--- src/rtl/board_rst_pkg.sv ---
// Shared types and constants for the board reset sequencer.
package board_rst_pkg;

    typedef enum logic [2:0] {
        ASSERT    = 3'd0,
        WAIT_LOCK = 3'd1,
        STRETCH   = 3'd2,
        REL_SYS   = 3'd3,
        RUN       = 3'd4
    } rst_state_t;

    localparam logic [1:0] CAUSE_POR  = 2'd0;
    localparam logic [1:0] CAUSE_FPGA = 2'd1;
    localparam logic [1:0] CAUSE_MCU  = 2'd2;
    localparam logic [1:0] CAUSE_LOCK = 2'd3;

    localparam logic [7:0] RST_COUNT_MAX = 8'd255;

endpackage

--- src/rtl/rst_debounce.sv ---
// Button synchroniser plus debounce filter; a change is accepted only after
// DEBOUNCE_CYCLES consecutive cycles of disagreement with the filtered value.
module rst_debounce #(
    parameter int   SYNC_STAGES     = 2,
    parameter int   DEBOUNCE_CYCLES = 16000,
    parameter logic RELEASE_LEVEL   = 1'b1
) (
    input  logic clk,
    input  logic rst_n,
    input  logic btn,
    output logic btn_db
);

    logic [SYNC_STAGES-1:0] sync_q;
    logic [15:0]            cnt;
    logic                   btn_s;

    assign btn_s = sync_q[SYNC_STAGES-1];

    always_ff @(posedge clk or negedge rst_n) begin
        if (!rst_n) begin
            sync_q <= {SYNC_STAGES{RELEASE_LEVEL}};
        end else begin
            sync_q <= {sync_q[SYNC_STAGES-2:0], btn};
        end
    end

    always_ff @(posedge clk or negedge rst_n) begin
        if (!rst_n) begin
            btn_db <= RELEASE_LEVEL;
            cnt    <= '0;
        end else if (btn_s == btn_db) begin
            cnt <= '0;
        end else if (cnt == 16'(DEBOUNCE_CYCLES - 1)) begin
            btn_db <= btn_s;
            cnt    <= '0;
        end else begin
            cnt <= cnt + 16'd1;
        end
    end

endmodule

--- src/rtl/board_rst_seq.sv ---
// Board reset sequencer: debounced buttons and MMCM lock gate a staged
// release of the SoC reset followed by the peripheral reset.
module board_rst_seq
    import board_rst_pkg::*;
#(
    parameter int SYNC_STAGES     = 2,
    parameter int DEBOUNCE_CYCLES = 16000,
    parameter int STRETCH_CYCLES  = 1024,
    parameter int PERIPH_LAG      = 16
) (
    input  logic       clk,
    input  logic       rst_n,
    input  logic       fpga_rst_btn_n,
    input  logic       mcu_rst_btn,
    input  logic       mmcm_locked,
    output logic       sys_rst_n,
    output logic       periph_rst,
    output logic [1:0] rst_cause,
    output logic [7:0] rst_count,
    output logic       seq_busy
);

    logic                   fpga_db;
    logic                   mcu_db;
    logic [SYNC_STAGES-1:0] lock_sync;
    logic                   lock_s;
    logic                   press;
    logic [1:0]             btn_cause;

    rst_state_t  state, state_nxt;
    logic [15:0] cnt, cnt_nxt;
    logic [1:0]  cause_nxt;
    logic [7:0]  count_nxt;
    logic        enter_assert;
    logic [1:0]  assert_cause;

    rst_debounce #(
        .SYNC_STAGES    (SYNC_STAGES),
        .DEBOUNCE_CYCLES(DEBOUNCE_CYCLES),
        .RELEASE_LEVEL  (1'b1)
    ) u_fpga_db (
        .clk   (clk),
        .rst_n (rst_n),
        .btn   (fpga_rst_btn_n),
        .btn_db(fpga_db)
    );

    rst_debounce #(
        .SYNC_STAGES    (SYNC_STAGES),
        .DEBOUNCE_CYCLES(DEBOUNCE_CYCLES),
        .RELEASE_LEVEL  (1'b0)
    ) u_mcu_db (
        .clk   (clk),
        .rst_n (rst_n),
        .btn   (mcu_rst_btn),
        .btn_db(mcu_db)
    );

    always_ff @(posedge clk or negedge rst_n) begin
        if (!rst_n) begin
            lock_sync <= '0;
        end else begin
            lock_sync <= {lock_sync[SYNC_STAGES-2:0], mmcm_locked};
        end
    end

    assign lock_s    = lock_sync[SYNC_STAGES-1];
    assign press     = !fpga_db || mcu_db;
    assign btn_cause = !fpga_db ? CAUSE_FPGA : CAUSE_MCU;

    always_comb begin
        state_nxt    = state;
        cnt_nxt      = '0;
        cause_nxt    = rst_cause;
        count_nxt    = rst_count;
        enter_assert = 1'b0;
        assert_cause = btn_cause;

        case (state)
            ASSERT: begin
                if (!press) state_nxt = WAIT_LOCK;
            end
            WAIT_LOCK: begin
                if (press)       enter_assert = 1'b1;
                else if (lock_s) state_nxt    = STRETCH;
            end
            STRETCH: begin
                if (press)                                     enter_assert = 1'b1;
                else if (!lock_s)                              state_nxt    = WAIT_LOCK;
                else if (cnt == 16'(STRETCH_CYCLES - 1))       state_nxt    = REL_SYS;
                else                                           cnt_nxt      = cnt + 16'd1;
            end
            REL_SYS, RUN: begin
                // Button cause outranks lock loss when both occur together.
                if (press) begin
                    enter_assert = 1'b1;
                end else if (!lock_s) begin
                    enter_assert = 1'b1;
                    assert_cause = CAUSE_LOCK;
                end else if (state == REL_SYS) begin
                    if (cnt == 16'(PERIPH_LAG - 1)) state_nxt = RUN;
                    else                             cnt_nxt   = cnt + 16'd1;
                end
            end
            default: state_nxt = ASSERT;
        endcase

        if (enter_assert) begin
            state_nxt = ASSERT;
            cause_nxt = assert_cause;
            if (rst_count != RST_COUNT_MAX) count_nxt = rst_count + 8'd1;
        end
    end

    always_ff @(posedge clk or negedge rst_n) begin
        if (!rst_n) begin
            state      <= ASSERT;
            cnt        <= '0;
            rst_cause  <= CAUSE_POR;
            rst_count  <= '0;
            sys_rst_n  <= 1'b0;
            periph_rst <= 1'b1;
            seq_busy   <= 1'b1;
        end else begin
            state      <= state_nxt;
            cnt        <= cnt_nxt;
            rst_cause  <= cause_nxt;
            rst_count  <= count_nxt;
            sys_rst_n  <= (state_nxt == REL_SYS) || (state_nxt == RUN);
            periph_rst <= (state_nxt != RUN);
            seq_busy   <= (state_nxt != RUN);
        end
    end

endmodule

--- config.mk ---
export PLATFORM = sky130hd
export DESIGN_NAME = board_rst_seq
export DESIGN_NICKNAME = d
export VERILOG_FILES = /design/src/rtl/board_rst_pkg.sv /design/src/rtl/rst_debounce.sv /design/src/rtl/board_rst_seq.sv
export SDC_FILE = /design/constraint.sdc
export NUM_CORES = 1
export LEC_CHECK = 0
export ABC_AREA = 1
export BUFFER_PORTS_ARGS = -buffer_cell sky130_fd_sc_hd__buf_4
export CAP_MARGIN = 20
export CORE_MARGIN = 2
export CORE_UTILIZATION = 60
export DETAILED_ROUTE_END_ITERATION = 12
export HOLD_SLACK_MARGIN = 0.08
export PLACE_DENSITY = 0.77
export SLEW_MARGIN = 15
export SYNTH_ARGS = -nofsm -noshare
export SYNTH_HDL_FRONTEND = slang
export SYNTH_HIERARCHICAL = 1
export SYNTH_SLANG_ARGS = --single-unit
--- constraint.sdc ---
create_clock -name clk -period 1.97 [get_ports clk]
set_input_delay 0.0985 -clock clk [delete_from_list [all_inputs] [get_ports clk]]
set_output_delay 0.0985 -clock clk [all_outputs]
set_load 0.005 [all_outputs]
==> results of run 1 <==
layout make-up:
cell class                 count  area, um^2  area share, %
multi-input combinational    331        1660           40.7
timing repair buffer          22         188           4.60
inverter                      49         184           4.51
sequential                    71        1780           43.7
clock inverter                 1        5.00          0.123
tap                           75        93.8           2.30
clock buffer                  15         166           4.08
power breakdown:
group	switching, mW	internal, mW	total [mW]
logic	0.0516	0.0256	0.0772
clock network	0.513	0.527	1.04
registers	0.0121	1.48	1.49
total	0.576	2.03	2.60
worst max-delay path by stage:
stage / start / endpoint / slack, ns
global route: state[0] / rst_count[6] / 0.11
CTS: state[0] / rst_count[6] / 0.30
finish: state[2] / rst_count[6] / 0.31
detailed placement: state[2] / rst_count[6] / 0.30
floorplan: cnt[0] / cnt[11] / 0.53
global placement: rst_count[0] / rst_count[6] / 0.39
critical path: stages, from the launching register on:
cell and delay, ns:
dfrtp_1 0.43, nor3_1 0.30, o21ai_0 0.15, nand2_2 0.23, nand2_2 0.17, o21ai_0 0.19, nand2_1 0.07
routing by layer:
metal | wire length, um | share of wire, %
met4 | 122 | 1.9
met3 | 157 | 2.4
met5 | 0 | 0
met1 | 3050 | 47
met2 | 3190 | 49
what timing repair did:
action / CTS / global route
gates resized for setup: 0 / 0
hold buffers: 4 / 0
endpoints found under the hold margin: 71 / 0
setup buffers: 0 / 0
state kept, by name, indices dropped and copies added (netlist names), 3 cells and up:
signal / count
cnt: 16
u_fpga_db/cnt: 16
u_mcu_db/cnt: 16
rst_count: 8
state: 3
per-stage QoR:
step / hold slack, ns / setup WS (ns) / cell area [um^2]
2_1_floorplan: -0.197 / 0.531 / 3680
3_3_place_gp: 0.0586 / 0.387 / 3870
3_5_place_dp: 0.0621 / 0.302 / 3870
4_1_cts: 0.234 / 0.296 / 4080
5_1_grt: 0.287 / 0.112 / 4080
6_report: 0.227 / 0.312 / 4080
placed cells by master, fill, tap and decap left out, types with 6 or more instances in the layout:
| cell | Yosys | routed |
|---|---|---|
| nand4_1 | 7 | 7 |
| nand3_1 | 29 | 29 |
| dfrtp_1 | 67 | 67 |
| o21bai_1 | 6 | 6 |
| nand3_2 | 6 | 6 |
| xor2_1 | 14 | 14 |
| nor2_2 | 7 | 7 |
| nand2_2 | 12 | 12 |
| nor3_1 | 7 | 7 |
| nand2_1 | 105 | 105 |
| nor2_1 | 96 | 96 |
| a21oi_1 | 7 | 7 |
| buf_4 | 1 | 17 |
| clkbuf_8 | 0 | 11 |
| o21ai_0 | 7 | 7 |
| xnor2_1 | 9 | 9 |
| inv_1 | 47 | 47 |
logic make-up (layout without fill, tap and decap cells):
group	count (synthesis)	count (layout)	synth area share (%)
simple gates	277	277	33.7
flops	71	71	48.4
buf+inv	54	87	6.43
compound gates	26	26	4.22
xor+xnor	24	24	5.92
fa+ha+maj	4	4	1.36
==> out/summary.txt, run 1 <==
count of final setup violators: 0
post-synth top area cell: dfrtp_1
final hold violations: 0
Worst R2R Start: state[2]
Post-Syn Area per Cell: 8.07 um^2
max_cap viols: 0
number of synthesized flops with an enable pin: 0
Cell Area, Synth: 3680 um^2
layout cells sized above 1: 13.5%
Worst R2R Setup Slack: 0.31 ns
critical path endpoint category: register
CP Data Required Time: 2.20 ns
clk_lat worst skew: 0.34 ns
first-pass GRT wire length: 11400 um
vias in the first global route: 2738
Final min period: 1.66 ns
fmax: 603 MHz
gpl congestion: 0.833
DRC viols: 0
Crit Reg-Reg Endpoint: rst_count[6]
Post-synth top cells: 105 x nand2_1, 96 x nor2_1, 67 x dfrtp_1
top-count cell post-synth: nand2_1
Slew HR: 69.3%
M2 GR Usage: 35.9%
asr flop ratio synth: 100%
H-Tree Depth: 3
Setup TNS Final: 0 ns
Startpoint Class: register
total wire length: 6520 um
Total GRT Usage: 21.6%
CP Max Fanout: 11
Non-Filler Instances: 564
initial antenna violation count: 0
cells after synthesis: 456
synthesis-to-layout area growth: 10.9%
Layout Nets: 493
I/O Buffers: 17
cts bufs inserted: 9
Synth area leaders: dfrtp_1 46%, nand2_1 11%, nor2_1 9.8%
CTS Buffer Depth: 2
Leak: 1.90 nW
Hold Path Class: in -> async
ys flop type: dfrtp_1
Die Wd: 82.3 um
total number of vias: 2866
Initial Utilization: 62.2%
Clock Skew: 0.00682 ns
fill count: 478
Max rail drop VDD: 0.481 mV
Tightest Pin Transition: 0.457 ns
critical path class: reg -> reg
Arrival @ worst endpoint: 1.88 ns
DRT antenna net count: 0
Via density: 5.08
Pwr Total: 2.60 mW
routed length per placed instance: 11.6 um
final core occ: 68.9%
clk slew on worst S/H paths: 0.07 ns
unrepaired setup endpoints after global routing: false
sequential fraction of the synthesis area: 48.4%
PwrDens: 638 nW/um^2
die area: 6780 um^2
Worst R2R Path Depth: 6
Iteration-0 DRC Markers: 157
CTS tree: built
Sink Count: 71
syn_nets: 465
GRT met3 Usage: 3.26%
register bit total from synthesis: 71
antenna cells: 0
Final period util: 84.2%
Slew Limit Fails: 0
Unique masters post-synth: 31
share of the synthesized area in the top cell type: 45.6%
met1 Usage GRT: 27.8%
status: complete, no violations
num ports: 18
largest net degree at the start of global routing: 42
placed cells: 544
Root Driver: clkbuf_8
Yosys warning total: 6
global route hottest layer: met2
GRT overflow: 0
CORE AREA: 5920 um^2
FP Rows: 28
dpl hpwl: 4650 um
DRT Pass-1 Iters: 4
chip height: 82.3 um
Note: power is estimated with default switching activity, not from simulation.
==> run 2, diff against run 1 <==
--- a/config.mk
+++ b/config.mk
@@ -5,14 +5,14 @@
 export SDC_FILE = /design/constraint.sdc
 export NUM_CORES = 1
 export LEC_CHECK = 0
-export ABC_AREA = 1
+export ABC_AREA = 0
 export BUFFER_PORTS_ARGS = -buffer_cell sky130_fd_sc_hd__buf_4
 export CAP_MARGIN = 20
 export CORE_MARGIN = 2
-export CORE_UTILIZATION = 60
+export CORE_UTILIZATION = 55
 export DETAILED_ROUTE_END_ITERATION = 12
 export HOLD_SLACK_MARGIN = 0.08
-export PLACE_DENSITY = 0.77
+export PLACE_DENSITY = 0.75
 export SLEW_MARGIN = 15
 export SYNTH_ARGS = -nofsm -noshare
 export SYNTH_HDL_FRONTEND = slang
==> constraint.sdc (replaced) <==
create_clock -name clk -period 1.5 [get_ports clk]
set_input_delay 0.075 -clock clk [delete_from_list [all_inputs] [get_ports clk]]
set_output_delay 0.075 -clock clk [all_outputs]
set_load 0.005 [all_outputs]
==> run 2 against run 1 <==
  * Critical path depth is 1 lower
  * The run now ends with setup timing left
  * Hold slack worse by 0.026 ns
  * Critical path type unchanged
  * Largest cell class is now multi-input gates
  * Count of clock-buffer cells in the layout is 5 lower
  * Via count is 0.80% higher
==> out/summary.txt, run 2 <==
total number of vias: 2889 (+0.80%)
DRT Pass-1 Iters: 4 (unchanged)
largest net degree at the start of global routing: 32 (-24%)
gpl congestion: 0.837 (+0.44%)
CTS Buffer Depth: 2 (unchanged)
routed length per placed instance: 15.7 um (+36%)
H-Tree Depth: 3 (unchanged)
dpl hpwl: 4920 um (+5.8%)
vias in the first global route: 2753 (+0.55%)
post-synth top area cell: dfrtp_1
synthesis-to-layout area growth: 39.2%
Sink Count: 71 (unchanged)
CORE AREA: 6280 um^2 (+6.0%)
biggest regs: cnt x16, u_fpga_db/cnt x16, u_mcu_db/cnt x16
syn_nets: 347 (-25%)
Iteration-0 DRC Markers: 129 (-18%)
unrepaired setup endpoints after global routing: true
status: complete, but fails checks
WHS: 0.201 ns (-0.0261 ns)
Seq pwr share: 53.1% (-4.0 points)
Clock power frac: 42.3% (+2.4 points)
final hold violations: 0 (unchanged)
Critical Path End: u_mcu_db/cnt[11]
top-count cell post-synth: dfrtp_1
fmax: 608 MHz (+0.87%)
cells after synthesis: 338 (-26%)
Tightest Pin Transition: 0.415 ns (-0.0420 ns)
Post-synth top cells: 67 x dfrtp_1, 38 x nor2_1, 28 x xnor2_1
num ports: 18 (unchanged)
Final min period: 1.64 ns (-0.0143 ns)
I/O Buffers: 17 (unchanged)
fill count: 375 (-22%)
placed cells: 486 (-11%)
Layout Nets: 440 (-11%)
Yosys warning total: 6 (unchanged)
Critical Path Start: u_mcu_db/cnt[15]
ys flop type: dfrtp_1
Synth area leaders: dfrtp_1 47%, xnor2_1 6.9%, xor2_1 4.5%
CP Data Required Time: 1.73 ns (-0.47 ns)
Total GRT Usage: 22.3% (+0.62 points)
PwrDens: 747 nW/um^2 (+17%)
number of synthesized flops with an enable pin: 0 (unchanged)
GRT overflow: 0 (unchanged)
critical path endpoint category: register
Post-Syn Area per Cell: 10.5 um^2 (+30%)
die area: 7100 um^2 (+4.8%)
FP Rows: 29 (+3.6%)
failing checks: setup timing
max_cap viols: 0 (unchanged)
Initial Utilization: 56.4% (-5.7 points)
Combinational Power Share: 4.6% (+1.6 points)
count of final setup violators: 59 (+59)
final core occ: 78.6% (+9.7 points)
initial antenna violation count: 0 (unchanged)
antenna cells: 0 (unchanged)
commonest non-fill, non-tap cell in the layout: buf_4
Pwr Total: 3.68 mW (+41%)
critical path class: reg -> reg
chip height: 84.3 um (+2.4%)
Clock Skew: 0.0106 ns (+0.00381 ns)
commonest cells after routing, fill and taps aside: 82 x buf_4, 67 x dfrtp_1, 28 x xnor2_1
cell internal pwr: 2.79 mW (+38%)
CP Max Fanout: 8 (-3)
DRT antenna net count: 0 (unchanged)
total wire length: 8060 um (+24%)
asr flop ratio synth: 100% (unchanged)
clk_lat worst skew: 0.35 ns (about the same)
Unique masters post-synth: 50 (+61%)
layout cells sized above 1: 43.3% (+30 points)
Worst R2R Path Depth: 5 (-1)
CTS tree: built
Crit Reg-Reg Endpoint: u_mcu_db/cnt[11]
Leak: 2.01 nW (+5.7%)
Max rail drop VDD: 0.684 mV (+42%)
Worst R2R Start: u_mcu_db/cnt[15]
Root Driver: clkbuf_8
Slew Limit Fails: 0 (unchanged)
Cell Area, Synth: 3540 um^2 (-3.7%)
DRC viols: 0 (unchanged)
Final period util: 110% (+25 points)
fin worst setup slack: -0.144 ns (-0.456 ns)
Setup TNS Final: -5.27 ns (-5.27 ns)
Hold Path Class: in -> async
Non-Filler Instances: 513 (-9.0%)
Slew HR: 72.4% (+3.0 points)
first-pass GRT wire length: 12600 um (+11%)
Worst R2R Setup Slack: -0.14 ns (-0.46 ns)
sequential fraction of the synthesis area: 50.3% (+1.9 points)
sw frac: 24.2% (+2.1 points)
sw power: 0.892 mW (+55%)
Die Wd: 84.3 um (+2.4%)
Via density: 5.63 (+11%)
share of the synthesized area in the top cell type: 47.3% (+1.8 points)
register bit total from synthesis: 71 (unchanged)
Startpoint Class: register
cts bufs inserted: 9 (unchanged)
Arrival @ worst endpoint: 1.88 ns (about the same)
clk slew on worst S/H paths: 0.08 ns (about the same)
run 2: cell types whose count changed in the layout (fill, tap and decap cells not counted), sizes merged, moves of 7 or more:
cell | previous run | this run
buf | 18 | 90
inv | 48 | 13
mux2 | 0 | 7
nand2 | 117 | 16
nand3 | 35 | 18
nand4 | 8 | 15
nor2 | 105 | 38
nor3 | 8 | 22
nor4 | 0 | 16
xnor2 | 10 | 28
run 2: metal layers:
layer	GRT usage (%)	wire, um
met5	0	0
met4	8.21	183
met3	4.52	227
met2	37.1	4080
met1	28.9	3570
run 2: cells by family after synthesis:
kind of cell | synth area share [%]
AO/OA/AOI/OAI | 5.37
multiplexers | 2.86
buffers and inverters | 4.24
adder cells (fa/ha/maj) | 1.41
flip-flops | 50.3
AND/OR/NAND/NOR | 24.4
XOR/XNOR | 11.4
run 2: worst min path at each step:
stage | endpoint | slack, ns | depth (start not counted) | from
after global placement | cnt[13] | 0.03 | 1 | rst_n
after global routing | cnt[10] | 0.24 | 2 | rst_n
after detailed placement | cnt[13] | 0.04 | 1 | rst_n
final | cnt[13] | 0.20 | 2 | rst_n
after CTS | cnt[13] | 0.21 | 2 | rst_n
after floorplan | cnt[0] | -0.22 | 0 | rst_n
run 2: per-stage QoR:
step,worst slack (ns),area [um^2]
floorplan,-0.115,3630
global placement,-0.113,4290
detailed placement,-0.152,4290
CTS,-0.145,4660
global route,-0.226,4930
finish,-0.144,4930
run 2: final cells by class:
type / count / area [um^2] / share of cell area (%)
clock buffer: 10 / 128 / 2.59
sequential: 71 / 1780 / 36.1
tap: 77 / 96.3 / 1.95
clock inverter: 6 / 68.8 / 1.40
multi-input combinational: 243 / 2010 / 40.8
timing repair buffer: 95 / 806 / 16.3
inverter: 11 / 41.3 / 0.837
run 2: power by group through the flow:
| stage | combinational (mW) | sequential, mW | clock (mW) |
|---|---|---|---|
| 2_1_floorplan | 0.0479 | 1.99 | 0 |
| 3_3_place_gp | 0.125 | 1.99 | 0 |
| 3_5_place_dp | 0.127 | 1.99 | 0 |
| 4_1_cts | 0.143 | 1.95 | 1.57 |
| 5_1_grt | 0.190 | 1.96 | 1.65 |
| 6_report | 0.170 | 1.96 | 1.56 |
run 2: critical path, stage by stage, from the launching register on:
cell and delay, ns:
dfrtp_1 0.39, or4_4 0.55, nor4_4 0.20, or2_4 0.21, buf_12 0.14, nor2_1 0.05
run 2: what timing repair did:
action	4_1_cts	5_1_grt
hold endpoints to repair	74	0
resized for setup	25	53
buffers inserted	3	3
cloned	0	1
endpoints found under the setup margin	60	63
pin swaps	17	15
hold buffers	4	0
